`src/rtl/multiplier_iter_fx.sv`:
```
// Iterative signed multiplier: one shift-add step per clock, subtract on the MSB
// step, plus a fixed-point result with configurable shift, rounding and saturation.
module multiplier_iter_fx #(
  parameter int unsigned DATA_W    = 8,
  parameter int unsigned OUT_SHIFT = 7,
  parameter int unsigned ROUND_EN  = 1,
  parameter int unsigned SAT_EN    = 1
) (
  input  logic                  I_CLK,
  input  logic                  I_RST_N,
  input  logic                  I_VALID,
  output logic                  O_READY,
  input  logic [DATA_W-1:0]     I_IN1,
  input  logic [DATA_W-1:0]     I_IN2,
  output logic                  O_VALID,
  input  logic                  I_READY,
  output logic [2*DATA_W-1:0]   O_OUT_2N,
  output logic [DATA_W-1:0]     O_OUT_N,
  output logic                  O_OVF
);

  localparam int unsigned PW    = 2 * DATA_W;
  localparam int unsigned EW    = PW + 1;
  localparam int unsigned CNT_W = $clog2(DATA_W);
  localparam int unsigned UW    = EW - DATA_W + 1;

  typedef enum logic [1:0] {
    IDLE = 2'd0,
    CALC = 2'd1,
    DONE = 2'd2
  } state_e;

  state_e              state_q, state_d;
  logic [DATA_W-1:0]   a_q, a_d;
  logic [DATA_W-1:0]   b_q, b_d;
  logic [PW-1:0]       acc_q, acc_d;
  logic [CNT_W-1:0]    k_q, k_d;
  logic                ready_q, ready_d;
  logic                valid_q, valid_d;
  logic [PW-1:0]       out2n_q, out2n_d;
  logic [DATA_W-1:0]   outn_q, outn_d;
  logic                ovf_q, ovf_d;

  logic [PW-1:0]       a_ext;
  logic [PW-1:0]       term;
  logic [PW-1:0]       acc_step;
  logic                last_step;
  logic [EW-1:0]       p_ext;
  logic [EW-1:0]       rnd_add;
  logic [EW-1:0]       sum_ext;
  logic [EW-1:0]       t_val;
  logic [UW-1:0]       t_upper;
  logic                ovf_c;
  logic [DATA_W-1:0]   outn_c;

  // One multiplier step: add (or subtract on the sign bit) the shifted multiplicand.
  always_comb begin
    a_ext     = {{DATA_W{a_q[DATA_W-1]}}, a_q};
    term      = a_ext << k_q;
    last_step = (k_q == CNT_W'(DATA_W - 1));
    acc_step  = acc_q;
    if (b_q[k_q]) begin
      if (last_step) begin
        acc_step = acc_q - term;
      end else begin
        acc_step = acc_q + term;
      end
    end
  end

  // Fixed-point result from the product: round, arithmetic shift, range check, clamp.
  always_comb begin
    p_ext   = {acc_step[PW-1], acc_step};
    rnd_add = (ROUND_EN != 0) ? (EW'(1) << (OUT_SHIFT - 1)) : '0;
    sum_ext = p_ext + rnd_add;
    t_val   = EW'($signed(sum_ext) >>> OUT_SHIFT);
    t_upper = t_val[EW-1:DATA_W-1];
    ovf_c   = ~((&t_upper) | (~|t_upper));
    outn_c  = t_val[DATA_W-1:0];
    if ((SAT_EN != 0) && ovf_c) begin
      outn_c = t_val[EW-1] ? {1'b1, {(DATA_W-1){1'b0}}} : {1'b0, {(DATA_W-1){1'b1}}};
    end
  end

  // Next-state and register-input logic for the IDLE/CALC/DONE sequencer.
  always_comb begin
    state_d = state_q;
    a_d     = a_q;
    b_d     = b_q;
    acc_d   = acc_q;
    k_d     = k_q;
    ready_d = ready_q;
    valid_d = valid_q;
    out2n_d = out2n_q;
    outn_d  = outn_q;
    ovf_d   = ovf_q;
    unique case (state_q)
      IDLE: begin
        if (I_VALID) begin
          a_d     = I_IN1;
          b_d     = I_IN2;
          acc_d   = '0;
          k_d     = '0;
          ready_d = 1'b0;
          state_d = CALC;
        end
      end
      CALC: begin
        acc_d = acc_step;
        k_d   = k_q + CNT_W'(1);
        if (last_step) begin
          k_d     = '0;
          out2n_d = acc_step;
          outn_d  = outn_c;
          ovf_d   = ovf_c;
          valid_d = 1'b1;
          state_d = DONE;
        end
      end
      DONE: begin
        if (I_READY) begin
          valid_d = 1'b0;
          ready_d = 1'b1;
          state_d = IDLE;
        end
      end
      default: begin
        state_d = IDLE;
        valid_d = 1'b0;
        ready_d = 1'b1;
      end
    endcase
  end

  // State and datapath registers; reset aborts any in-flight operation.
  always_ff @(posedge I_CLK or negedge I_RST_N) begin
    if (!I_RST_N) begin
      state_q <= IDLE;
      a_q     <= '0;
      b_q     <= '0;
      acc_q   <= '0;
      k_q     <= '0;
      ready_q <= 1'b1;
      valid_q <= 1'b0;
      out2n_q <= '0;
      outn_q  <= '0;
      ovf_q   <= 1'b0;
    end else begin
      state_q <= state_d;
      a_q     <= a_d;
      b_q     <= b_d;
      acc_q   <= acc_d;
      k_q     <= k_d;
      ready_q <= ready_d;
      valid_q <= valid_d;
      out2n_q <= out2n_d;
      outn_q  <= outn_d;
      ovf_q   <= ovf_d;
    end
  end

  assign O_READY  = ready_q;
  assign O_VALID  = valid_q;
  assign O_OUT_2N = out2n_q;
  assign O_OUT_N  = outn_q;
  assign O_OVF    = ovf_q;

endmodule

```
`config.mk`:
```
export PLATFORM = sky130hd
export DESIGN_NAME = multiplier_iter_fx
export DESIGN_NICKNAME = d
export VERILOG_FILES = /design/src/rtl/multiplier_iter_fx.sv
export SDC_FILE = /design/constraint.sdc
export NUM_CORES = 1
export LEC_CHECK = 0
export CORE_ASPECT_RATIO = 0.75
export CORE_MARGIN = 2
export CORE_UTILIZATION = 53
export CTS_CLUSTER_SIZE = 25
export DETAILED_ROUTE_END_ITERATION = 8
export PLACE_DENSITY = 0.82
export SLEW_MARGIN = 20
export SYNTH_ARGS = -nofsm -noshare
export SYNTH_HDL_FRONTEND = slang
export SYNTH_SLANG_ARGS = --single-unit
```
`constraint.sdc`:
```
create_clock -name I_CLK -period 5.3 [get_ports I_CLK]
set_input_delay 0.53 -clock I_CLK [delete_from_list [all_inputs] [get_ports I_CLK]]
set_output_delay 0.53 -clock I_CLK [all_outputs]
set_load 0.01 [all_outputs]
```
==> impl_metrics.tcl <==
set metrics [dict create \
    grt_overflow 0 \
    grt_antenna_before_repair 0 \
    path_max_fanout 8 \
    critPathArrivalTime_ns 5.43 \
    diodes 0 \
    synth_top_area_cell "dfrtp_1" \
    synthCells 508 \
    avgSynthCellArea_um2 9.39 \
    max_slew_margin_pct 24.9 \
    ys_types 87 \
    core_um2 8600 \
    drive_gt1_share_pct 26.5 \
    clock_path_buffers 2 \
    finalCriticalPeriod_ns 5.21 \
    wl_per_cell_um 17.7 \
    synth_common_cells "68 x nand2_1, 63 x dfrtp_1, 38 x nor2_1, 30 x o21ai_0, 26 x a21oi_1" \
    row_count 29 \
    slew_violations 0 \
    htreeDepth 3 \
    async_reset_ff_share_pct 100 \
    dpl.hpwl_mm 8.63 \
    vias 4417 \
    wl_mm 12.7 \
    syn_nets 548 \
    holdBufCountCts 0 \
    maxCapViolCount 0 \
    max_stage_delay_ns 0.56 \
    antenna_left 0 \
    first_pass_iters 5 \
    postLayoutCoreUtil_pct 70.9 \
    clock_sinks 64 \
    area_delta_synth_final_pct 27.9 \
    ys_seq_elements 64 \
    io_pins 47 \
    worstSetupEndpointType "flop" \
    io_buffers 46 \
    yosysWarnings 0 \
    synth_most_common_cell "nand2_1" \
    worstHoldPathType "input port to async pin" \
    grt_util_all_layers_pct 26.1 \
    drc 0 \
    hold_viol_final 0 \
    synth_edf_count 0 \
    r2r-start "k_q[0]" \
    status "finished clean" \
    grt_pass1_wl_mm 20.0 \
    die_w_um 114 \
    place_area_um2 5570 \
    drt_iter0_drc 381 \
    clockRootBuffer "clkbuf_16" \
    cp-startpoint "k_q[0]" \
    fmax_mhz 192 \
    worst_slew_pin_slew_ns 1.13 \
    tritoncts "built" \
    cp_slowest_cell "mux4_2" \
    reg2reg_slack_ns 0.09 \
    fp.dieArea_um2 9780 \
    path_cells "mux4_2 > or2_4 > o41ai_4 > nand3_2 > nor2_2 > a21oi_1 > xor2_1 > ha_1 > buf_4 > and2_0 > mux2i_1 > o311ai_2 > o21a_1 > or4_4 > o41a_1 > nor3_4 > nor2b_1 > o32a_1" \
    required_ns 5.52 \
    clock_latency_ns 0.35 \
    numCtsBuffers 9 \
    nNetsFinal 647 \
    syn_area_um2 4770 \
    start_util_pct 55.5 \
    critPathLaunchType "flop" \
    critPathKind "flop to flop" \
    cpLargestDelayFamily "simple AND/OR/NAND/NOR gates" \
    pre_cts_ws_ns -0.0569 \
    setup_slack_ns 0.0907 \
    ys_seq_area_share_pct 33.6 \
    yosys.area.top_type_share_pct 33.1 \
    grt_max_degree 65 \
    netlist_top_cells_area "dfrtp_1 33%, nand2_1 5.4%, ha_1 5.0%" \
    grt_pass1_vias 4139 \
    worst-path-buf-inv 1 \
    fin_crit_sh_pct 98.3 \
    clk_pin_slew_ns 0.06 \
    die_y_um 86.2 \
    design_area_um2 6100 \
    gp_congestion 0.953 \
    synth_flop_cell "dfrtp_1" \
    vias_per_cell 6.13 \
    setup_viol 0 \
    fin_skew_ns 0.00604 \
]
-- final timing paths --
path                               end  cells past startpoint
max in group asynchronous       k_q[1]                      2
hold / removal                  k_q[2]                      2
hold reg to reg            O_OUT_2N[7]                      2
setup reg to reg            O_OUT_N[0]                     18
min in group I_CLK         O_OUT_2N[7]                      2
setup / recovery            O_OUT_N[0]                     18
-- timing repair --
action                                  CTS  global route
gates cloned                              0             0
pin swaps                                 0            13
buffers inserted                          0            18
gates resized for setup                   3            33
endpoints found under the setup margin    8             9
-- area by class of cell --
cell class	instances	area (um^2)
fillers	610	2500
flip-flops and latches	64	1610
inverters	17	67.6
clock buffers	10	239
repair buffers	113	962
well taps	108	135
clock inverters	6	43.8
multi-input cells	402	3040
-- cells by family after synthesis --
family	count (synthesis)	synth area share, %
simple gates	177	18.5
flops	64	33.6
buf+inv	42	4.80
fa+ha+maj	20	5.40
xor+xnor	25	4.59
mux	41	11.6
compound gates	139	21.4
-- registers in the layout (all words and copies together) (netlist names) --
signal    count
acc_q        16
a_q           8
b_q           8
O_READY       1
k_q           3
O_OVF         1
O_OUT_2N     16
O_OUT_N       8
state_q       2
O_VALID       1
-- per-stage QoR --
step | std cells | setup TNS, ns | hold slack [ns]
4_1_cts | 702 | 0 | 0.396
3_3_place_gp | 686 | 0 | 0.462
2_1_floorplan | 508 | 0 | 0.234
3_5_place_dp | 686 | -0.384 | 0.470
6_report | 720 | 0 | 0.368
5_1_grt | 720 | -0.298 | 0.447
-- placed cells by master (no fill, tap or decap), types with 14 or more instances in the layout --
cell / n
nor2_1: 36
ha_1: 17
buf_4: 66
a21oi_1: 23
mux2i_1: 14
o21ai_0: 30
nand2_1: 68
clkdlybuf4s50_1: 45
inv_1: 15
dfrtp_1: 59
mux2_2: 16
-- per-layer routing --
metal,part of all wire [%],vias up,GRT usage (%)
met5,0,-,0
met1,44,2148,35.4
met2,48,188,41.9
met4,1.6,0,8.87
li1,-,2061,-
met3,6.3,20,5.58
Power is not shown: default switching activity piles up to over one toggle a cycle in this logic, so the estimate is an artifact.
